[config.mk]
export PLATFORM = sky130hd
export DESIGN_NAME = sma_inv
export DESIGN_NICKNAME = d
export VERILOG_FILES = /design/src/rtl/sma_pkg.sv /design/src/rtl/sma_inv_skid.sv /design/src/rtl/sma_inv.sv
export SDC_FILE = /design/constraint.sdc
export NUM_CORES = 1
export LEC_CHECK = 0
export CAP_MARGIN = 30
export CORE_MARGIN = 2
export CORE_UTILIZATION = 57
export DETAILED_ROUTE_END_ITERATION = 10
export GPL_ROUTABILITY_DRIVEN = 0
export PLACE_DENSITY_LB_ADDON = 0.25
export SYNTH_ARGS = -nofsm -noshare
export SYNTH_HDL_FRONTEND = slang
export SYNTH_SLANG_ARGS = --single-unit
[constraint.sdc]
create_clock -name clk -period 8.38 [get_ports clk]
set_clock_uncertainty 0.05 [all_clocks]
set_input_delay 0.838 -clock clk [delete_from_list [all_inputs] [get_ports clk]]
set_output_delay 0.838 -clock clk [all_outputs]
set_load 0.03 [all_outputs]
[src/rtl/sma_pkg.sv]
// sma_pkg -- definitions shared by the forward SMA filter and its inverse.
//
// Contents:
//   DEF_DATA_W : default sample width (signed two's complement)
//   DEF_TAPS   : default SMA window length (must be >= 2)
//   sample_t   : signed sample at the default width
//   state_t    : control state, RUN (normal) / FLUSH (one-cycle history flush)
package sma_pkg;

    localparam int DEF_DATA_W = 16;
    localparam int DEF_TAPS   = 4;

    typedef logic signed [DEF_DATA_W-1:0] sample_t;

    typedef enum logic {
        RUN   = 1'b0,
        FLUSH = 1'b1
    } state_t;

endpackage

[src/rtl/sma_inv_skid.sv]
// sma_inv_skid -- 2-entry valid/ready skid buffer with fall-through when empty.
//
// Ports:
//   clk       : rising-edge clock
//   flush     : synchronous flush, empties the buffer and zeroes its storage
//   in_valid  : upstream data present
//   in_ready  : registered "not full"; never depends on out_ready this cycle
//   in_data   : upstream data
//   out_valid : buffered head (or fall-through data) present
//   out_ready : downstream accepts out_data
//   out_data  : oldest entry, or in_data when the buffer is empty
module sma_inv_skid #(
    parameter int W = 16
) (
    input  logic         clk,
    input  logic         flush,
    input  logic         in_valid,
    output logic         in_ready,
    input  logic [W-1:0] in_data,
    output logic         out_valid,
    input  logic         out_ready,
    output logic [W-1:0] out_data
);

    logic [W-1:0] mem [2];
    logic         wr_ptr;
    logic         rd_ptr;
    logic [1:0]   count;
    logic [1:0]   count_d;
    logic         full_q;
    logic         empty;
    logic         push;
    logic         pop;

    assign empty     = (count == 2'd0);
    assign in_ready  = !full_q;
    assign out_valid = !empty || in_valid;
    assign out_data  = empty ? in_data : mem[rd_ptr];

    // An empty buffer with a ready consumer passes data straight through
    // without storing it, which keeps the unstalled latency unchanged.
    assign push = in_valid && !full_q && !(empty && out_ready);
    assign pop  = !empty && out_ready;

    always_comb begin
        // NOTE: every always_comb output gets a default first so no path
        // can leave it unassigned and infer a latch.
        count_d = count;
        if (push && !pop) begin
            count_d = count + 2'd1;
        end else if (pop && !push) begin
            count_d = count - 2'd1;
        end
    end

    always_ff @(posedge clk) begin
        if (flush) begin
            wr_ptr <= 1'b0;
            rd_ptr <= 1'b0;
            count  <= 2'd0;
            full_q <= 1'b0;
            // NOTE: the storage is cleared as well because out_data exposes
            // it; a flushed block must present x = 0.
            mem[0] <= '0;
            mem[1] <= '0;
        end else begin
            if (push) begin
                mem[wr_ptr] <= in_data;
                wr_ptr      <= ~wr_ptr;
            end
            if (pop) begin
                rd_ptr <= ~rd_ptr;
            end
            count  <= count_d;
            full_q <= (count_d == 2'd2);
        end
    end

endmodule

[src/rtl/sma_inv.sv]
// sma_inv -- inverse simple-moving-average filter.
//
// Rebuilds the original samples from a stream of TAPS-tap running sums:
//   x[n] = y[n] - y[n-1] + x[n-TAPS]   (modulo 2^DATA_W)
// History starts at zero, matching the forward filter, so no warm-up.
//
// Ports:
//   clk       : rising-edge clock
//   rst       : synchronous active-high reset (flushes history and outputs)
//   clear     : synchronous history flush; wins over a same-cycle accept
//   in_valid  : y present          in_ready  : y accepted this cycle
//   y         : signed SMA sum
//   out_valid : x present          out_ready : x taken this cycle
//   x         : signed reconstructed sample
//
// Build option SMA_INV_SKID_EN: inserts a 2-entry skid buffer in front of
// x/out_valid so in_ready becomes a registered signal with no path from
// out_ready. Without it, a single output register drives x.
module sma_inv
    import sma_pkg::*;
#(
    parameter int DATA_W = DEF_DATA_W,
    parameter int TAPS   = DEF_TAPS
) (
    input  logic                     clk,
    input  logic                     rst,
    input  logic                     clear,
    input  logic                     in_valid,
    output logic                     in_ready,
    input  logic signed [DATA_W-1:0] y,
    output logic                     out_valid,
    input  logic                     out_ready,
    output logic signed [DATA_W-1:0] x
);

    state_t                   state_q;
    state_t                   state_d;
    logic                     flush;
    logic                     run_en;
    logic                     accept;
    logic signed [DATA_W-1:0] y_prev;
    logic signed [DATA_W-1:0] x_hist [TAPS];
    logic signed [DATA_W-1:0] x_new;

    assign flush = rst || clear;

    // Control FSM: any flush request lands in FLUSH for one cycle.
    always_comb begin
        state_d = RUN;
        if (flush) begin
            state_d = FLUSH;
        end
        run_en = (state_q == RUN) && !flush;
    end

    always_ff @(posedge clk) begin
        if (rst) begin
            state_q <= FLUSH;
        end else begin
            // NOTE: sequential state uses non-blocking assignment so every
            // flop samples pre-edge values regardless of statement order.
            state_q <= state_d;
        end
    end

    // Wrap-around arithmetic is intentional: the forward filter also wraps,
    // so the round trip is exact for every input.
    assign x_new = y - y_prev + x_hist[TAPS-1];

    always_ff @(posedge clk) begin
        if (flush) begin
            y_prev <= '0;
            for (int i = 0; i < TAPS; i++) begin
                x_hist[i] <= '0;
            end
        end else if (accept) begin
            y_prev    <= y;
            x_hist[0] <= x_new;
            for (int i = 1; i < TAPS; i++) begin
                x_hist[i] <= x_hist[i-1];
            end
        end
    end

`ifdef SMA_INV_SKID_EN
    logic                     skid_in_ready;
    logic                     skid_out_valid;
    logic                     dp_valid;
    logic signed [DATA_W-1:0] dp_x;

    assign in_ready  = (state_q == RUN) && skid_in_ready;
    assign accept    = in_valid && in_ready && !flush;
    assign out_valid = skid_out_valid && run_en;

    // The datapath register always drains into the skid buffer while the
    // buffer has room, so it can reload on every accept.
    always_ff @(posedge clk) begin
        if (flush) begin
            dp_valid <= 1'b0;
            dp_x     <= '0;
        end else if (accept) begin
            dp_valid <= 1'b1;
            dp_x     <= x_new;
        end else if (dp_valid && skid_in_ready) begin
            dp_valid <= 1'b0;
        end
    end

    sma_inv_skid #(
        .W (DATA_W)
    ) u_skid (
        .clk       (clk),
        .flush     (flush),
        .in_valid  (dp_valid),
        .in_ready  (skid_in_ready),
        .in_data   (dp_x),
        .out_valid (skid_out_valid),
        .out_ready (out_ready && run_en),
        .out_data  (x)
    );
`else
    logic                     out_valid_q;
    logic signed [DATA_W-1:0] x_q;

    assign out_valid = out_valid_q && run_en;
    assign in_ready  = run_en && (!out_valid || out_ready);
    assign accept    = in_valid && in_ready;
    assign x         = x_q;

    always_ff @(posedge clk) begin
        if (flush) begin
            out_valid_q <= 1'b0;
            x_q         <= '0;
        end else if (accept) begin
            out_valid_q <= 1'b1;
            x_q         <= x_new;
        end else if (out_valid && out_ready) begin
            out_valid_q <= 1'b0;
        end
    end
`endif

endmodule

* Yosys cells after proc, flatten, opt, wreduce, memory -nomap -nowiden
Memories as Yosys holds them, arrays and structs flattened. Index checks and enable logic that the tools add are counted.
Word-level totals: register bits after elaboration 34, input bits 21, RAM bits 64, output and inout bits 18, memories 1
Cells by class: bitwise operators 5, $add $sub $neg 2, mux-type cells 11, reductions and logical operators 10
Memories:
- x_hist | words 4, bits a word 16, rd ports 4, clocked after Yosys merged registers in 0, wr ports 4, RTL line sma_inv.sv:42 | logic signed [DATA_W-1:0] x_hist [TAPS];
Operators with widths (number):
- two-way mux 16 bit | 4
- adder 16 bit | 1
- subtractor 16 bit | 1
- two-way mux 1 bit | 7
- logical AND 1 bit | 5
- bitwise OR 1 bit | 4
- logical NOT 1 bit | 2
- logical OR 1 bit | 2
- nonzero test 2 bit | 1
- inverter 1 bit | 1

* Longest topological paths before layout
depth in word-level cells 12, depth in mapped cells 11, gate-level depth less buffers 11

* Least setup slack after synthesis
Ideal clock, no wire load.
path type input -> register, from in in_valid, to mem x_hist[0][0] (netlist bit), enable pin, required time 7.912 ns, cell stages on the path 6, data arrival time 2.853 ns, setup slack 5.059 ns, path buffers 2, cells stage by stage and2b_2 and2_1 clkbuf_1 nor2_1 buf_6 inv_1
RTL lines:
- start: declaration | RTL line sma_inv.sv:28 | input logic in_valid,
- end: declaration | RTL line sma_inv.sv:42

* Worst setup path after layout
from in rst, to out in_ready
On the way: longest elaborated chain between the ends 7
RTL lines:
- start: declaration | RTL line sma_inv.sv:26 | input logic rst,
- logical OR 1 bit (*) | RTL line sma_inv.sv:45 | assign flush = rst || clear;
- logical NOT 1 bit (*) | RTL line sma_inv.sv:53 | run_en = (state_q == RUN) && !flush;
- logical AND 1 bit (*) | RTL line sma_inv.sv:53
- logical AND 1 bit | RTL line sma_inv.sv:125 | assign out_valid = out_valid_q && run_en;
- logical NOT 1 bit | RTL line sma_inv.sv:126 | assign in_ready = run_en && (!out_valid || out_ready);
- logical OR 1 bit | RTL line sma_inv.sv:126
- logical AND 1 bit (*) | RTL line sma_inv.sv:126
- end: declaration | RTL line sma_inv.sv:29 | output logic in_ready,
Mark *: on every way between the ends. The rest lies on a longest branch, timed or not.

==> run metrics <==
clock latency on the worst-skew pair=0.38 ns; Die Footprint=0.00929 mm^2; clk root buf=clkbuf_8; vias per inst=5.37; Slew headroom=49.6%; WS Path Type=in2out; H-tree levels=3; FF-to-FF path depth=8; largest net degree at the start of global routing=63; initial drt markers=173; # diodes=0; Worst path slowest cell=clkdlybuf4s50_1; hold endpoint=x[3]; GR Util met2=31.4%; reg2reg start=x_hist[0][49]; cts bufs inserted=9; port bufs=38; CP top delay family=buffers and inverters; outcome=complete, no violations; Post-CTS Resized=0; fill count=634; register bit total from synthesis=98; total power=0.00102 W; CP max FO=22; Final Instance Area=0.00547 mm^2; post-synthesis sequential area ratio=53.5%; max incr delay on CP=0.71 ns; final hold slack=0.420 ns; Max Freq=261 MHz; Mapped Cells=454; cell mode on critical path=clkdlybuf4s50_1; EDFF count, synth=64; P&R area growth vs syn=12.5%; P_leak=2.30 nW; initial antenna violation count=0; met1 Usage GRT=30.1%; synth unique cells=52; GR Overflow Total=0; Final min period=3.84 ns; asr flop ratio synth=0%; syn avg cell area=10.7 um^2; r2r setup slk=5.32 ns; CP Data Required Time=7.49 ns; Initial Utilization=58.9%; Hold Crit Depth=1; Setup TNS Final=0 ns; DRT antenna net count=0; WL final=9100 um; Clock Sinks=98; vias in the first global route=3069; row cnt=33; dpl cell area=0.00526 mm^2; Least-Margin Pin Slew=0.754 ns; Synth Net Count=506; CTS tree=yes; global-route usage over all layers=21.1%; fin. max-slew vios=0; final setup vio count=0; # DRC=0; clk slew on worst S/H paths=0.11 ns; vias=3199; die height=96.4 um; CP endpoint kind=output pin; Setup Buffers After CTS=0; final hold viol count=0; worst hold path startpoint=x[3]; deepest clock path buffer count=2; DR WL/cell=15.3 um; part of the cycle the worst path needs=45.8%; total core area=0.00826 mm^2; Hold/Removal Path Class=reg2reg; Max Cap Viol=0; 1st-pass router iterations=5; Die X=96.4 um; Top Usage Layer GRT=met2; critical path startpoint category=input port; PD cells=186 mW/mm^2; RSZ-0062 raised after global routing=no; GR Layer Usage met3=4.11%; IO Count=39; Post-CTS Hold Buffers=0; CP arrival=2.95 ns; share of cells above drive strength 1=6.52%; Nets=538; first-pass GRT wire length=14600 um; critical path buffer and inverter count=3; VDD IR max=88.2 uV; worst reg2reg endpoint=x_hist[0][14]; DP HPWL=6520 um; critical path cell sequence=clkdlybuf4s50_1 > nor2_1 > inv_1 > nor3b_1 > clkdlybuf4s50_1; synthesized cell area=0.00486 mm^2; Synth warnings=0; Post-synth top flop=edfxtp_1
## cells in the final DEF (no fill, tap or decap), drive strengths merged, types with 2 or more instances in the layout
cell and count:
xor2 5, nor2 9, nor3b 2, a21o 8, and3 3, o21ai 11
clkbuf 9, nand3 8, inv 71, ha 16, o211ai 4, or3 2
clkdlybuf4s50 38, a31oi 2, nor2b 2, nor3 4, a22o 3, xnor2 4
a31o 2, buf 3, nand2 56, and2 54, or2b 2, nand4 6
edfxtp 64, fa 15, a21oi 33, dfxtp 34, o21a 3
## metal layers
metal | share of wire (%) | vias up
li1 | - | 1579
met1 | 47 | 1507
met2 | 44 | 95
met3 | 5.8 | 18
met4 | 2.5 | 0
met5 | 0 | -
## cell families after synthesis
| logic type | share of synthesized area, % |
|---|---|
| DFF | 53.5 |
| buffers and inverters | 7.67 |
| xor gates and xnor gates | 1.62 |
| AOI/OAI and AO/OA | 10.3 |
| adders and majority gates | 10.3 |
| and+or+nand+nor | 16.6 |
## worst max-delay path by stage
stage / cells after the start / slack, ns / from / end
after global placement: 6 / 4.26 / out_ready / x_hist[0][50]
after floorplan: 6 / 5.06 / in_valid / x_hist[0][0]
after CTS: 6 / 4.53 / rst / x_hist[0][39]
final: 5 / 4.54 / rst / in_ready
after global routing: 5 / 4.30 / rst / out_valid
after detailed placement: 6 / 4.14 / rst / x_hist[0][1]
## where the power goes
group	switching (W)	internal [W]	total, W
Sequential	0.00000631	0.000533	0.000539
Clock	0.000185	0.000120	0.000305
Combinational	0.000108	0.0000648	0.000173
Total	0.000299	0.000717	0.00102
## synth_stat cells (all sizes together), types with 5 or more instances
cell	count	share of area (%)
o21ai	11	1.1
nand3	8	0.82
and2	54	6.9
fa	15	6.2
xor2	5	0.90
dfxtp	34	14
nand2	56	4.3
ha	16	4.1
inv	65	5.0
nand4	6	0.77
clkbuf	17	2.0
nor2	9	0.69
edfxtp	64	40
a21o	8	1.3
a21oi	33	3.4
## state kept, by name, summed over array words and instances, names as in the netlist
signal / flops
out_valid_q: 1
state_q: 1
x: 16
x_hist: 64
y_prev: 16
## through the flow
stage	worst slack [ns]	instances	utilization, %
final	4.54	596	66.2
after global routing	4.30	596	66.2
after CTS	4.53	595	66.1
after detailed placement	4.14	579	63.7
after global placement	4.26	579	63.7
after floorplan	5.06	454	-
## area by class of cell
| cell class | count | area [um^2] | area share (%) |
|---|---|---|---|
| clock inverters | 7 | 76.3 | 1.40 |
| well taps | 105 | 131 | 2.40 |
| inverters | 65 | 244 | 4.46 |
| repair buffers | 41 | 403 | 7.37 |
| clock buffers | 9 | 124 | 2.26 |
| flip-flops and latches | 98 | 2600 | 47.6 |
| multi-input cells | 271 | 1890 | 34.5 |
No activity file was read; power rests on OpenSTA's default activity.
==> edit, RTL diff (same flow settings) <==
Set the package constant `DEF_DATA_W` to 32 (it was 16).
--- a/src/rtl/sma_pkg.sv
+++ b/src/rtl/sma_pkg.sv
@@ -9,3 +9,3 @@
 
-    localparam int DEF_DATA_W = 16;
+    localparam int DEF_DATA_W = 32;
     localparam int DEF_TAPS   = 4;
Interface: changed (resized x and y); port bits go from 39 to 71. No check against the original RTL was run, so the function may have changed too.
==> edit against the original RTL <==
Final area grew 110%; critical path depth grew 2; power grew 130%; fmax shrank 14%; setup slack lost 0.60 ns; combinational power grew 140%; sequential cell count grew 96; area after synthesis grew 100%; wire length grew 130%; critical endpoint unchanged; largest cell class unchanged.
==> edit: results (changes against the original RTL) <==
** CTS
- Worst-Skew Late Latency :: 0.43 ns (+0.05 ns)
- The tree is rooted in a clkbuf_16.
- The number of buffers created by CTS is 17 (+8).
- Clock slew at the register clock pins of the worst setup and hold paths :: 0.07 ns (-0.04 ns)
- The maximum level of the CTS H-tree is 4 (+1).

** Status
- Result of the run :: finished clean

** Place
- Worst setup timing slack at the placement stage :: 3.850 ns (-0.2878 ns)
- Number of I/O port buffers :: 70 (+84%)

** Logic synthesis
- The total nets after synthesis came to 1030 (+100%).
- Largest cells by area after synthesis :: edfxtp_1 40%, dfxtp_1 14%, and3_1 6.5%
- In the synthesized netlist, the cells that appear most often are 132 x inv_1, 128 x edfxtp_1, 101 x and3_1.

** GRT
- The global routing usage on met2 came to 38.35% (+6.9 points).
- The wire length of the first global-routing pass is 33440 microns (+130%).
- The met3 usage came to 4.505% (+0.39 points).
- All-Layer GR Usage :: 23.68% (+2.5 points)

** Drt
- The detailed-route vias per instance is 5.655 (+5.4%).
- Average wire length per cell after detail routing :: 16.87 microns (+11%)

** Layout
- Share of cells above drive strength 1 :: 5.734% (-0.78 points)
- Max FFs per register :: 128 (+100%)
- Layout net count :: 1081 (+100%)

** Pwr
- Standby leakage power :: 0.005088 uW (+120%)
- Maximum vdd ir drop :: 0.1491 mV (+69%)

** Worst setup path
- The endpoint arrival time on the critical path is 3.55 ns (+0.60 ns).
- The maximum fanout along the worst path is 70 (+220%).

** STA
- The worst-case headroom to the max-slew limit is 46.95% (-2.6 points).
-- edit: cell types whose count changed after synthesis, sizes merged, moves of 32 or more --
cell / change
and2: -42
and3: +98
dfxtp: +32
edfxtp: +64
inv: +68
o21ai: +37
-- edit: metrics by stage --
step,util (%),hold WS [ns],instance area (sq um),std cells,power (uW)
after floorplan,-,0.3883,9731,930,1372
after detailed placement,63.72,0.3911,10610,1182,1493
after global placement,63.72,0.3817,10610,1182,1488
after CTS,67.42,0.4072,11220,1214,2325
after global routing,67.42,0.4222,11220,1214,2410
final,67.42,0.4037,11220,1214,2315
-- edit: power by group --
| part | internal, uW | total (uW) | switching (uW) |
|---|---|---|---|
| Clock | 432 | 835 | 403 |
| Combinational | 155 | 414 | 260 |
| Sequential | 1050 | 1070 | 11.3 |
-- edit: cell type report --
cell class	instances	share of cell area, %
clock buffers	17	3.791
inverters	133	4.471
well taps	220	2.453
multi-input cells	557	34.71
repair buffers	78	6.847
flip-flops and latches	194	46.03
clock inverters	15	1.695
-- edit: final timing paths --
path / from / end / slack, ns / cells after the start
worst min-delay path: x[1] / x[1] / 0.40 / 1
worst max-delay path: clear / in_ready / 3.94 / 7
worst min register to register: x[1] / x[1] / 0.40 / 1
worst max register to register: x_hist[0][97] / x_hist[0][28] / 5.01 / 10
-- edit: worst max-delay path, cell delays in order --
cell             delay, ns
clkdlybuf4s50_1       0.41
nor2_2                0.10
buf_4                 0.28
inv_2                 0.27
a211oi_4              0.29
buf_4                 0.56
clkdlybuf4s50_1       0.79
-- edit: kinds of logic (layout without fill, tap and decap cells) --
group | Yosys count | after routing | synth area share, %
adders and majority gates | 63 | 63 | 10.49
AOI/OAI and AO/OA | 177 | 177 | 11.50
and+or+nand+nor | 289 | 289 | 15.42
muxes | 4 | 4 | 0.4115
DFF | 194 | 194 | 53.08
xor gates and xnor gates | 24 | 24 | 2.160
buffers and inverters | 179 | 243 | 6.944
-- edit: metal layers --
layer,up-vias,part of all wire [%],wire (microns)
li1,3291,-,-
met1,3334,45,9239
met2,217,47,9651
met3,23,6.2,1278
met4,0,1.5,317
met5,-,0,0
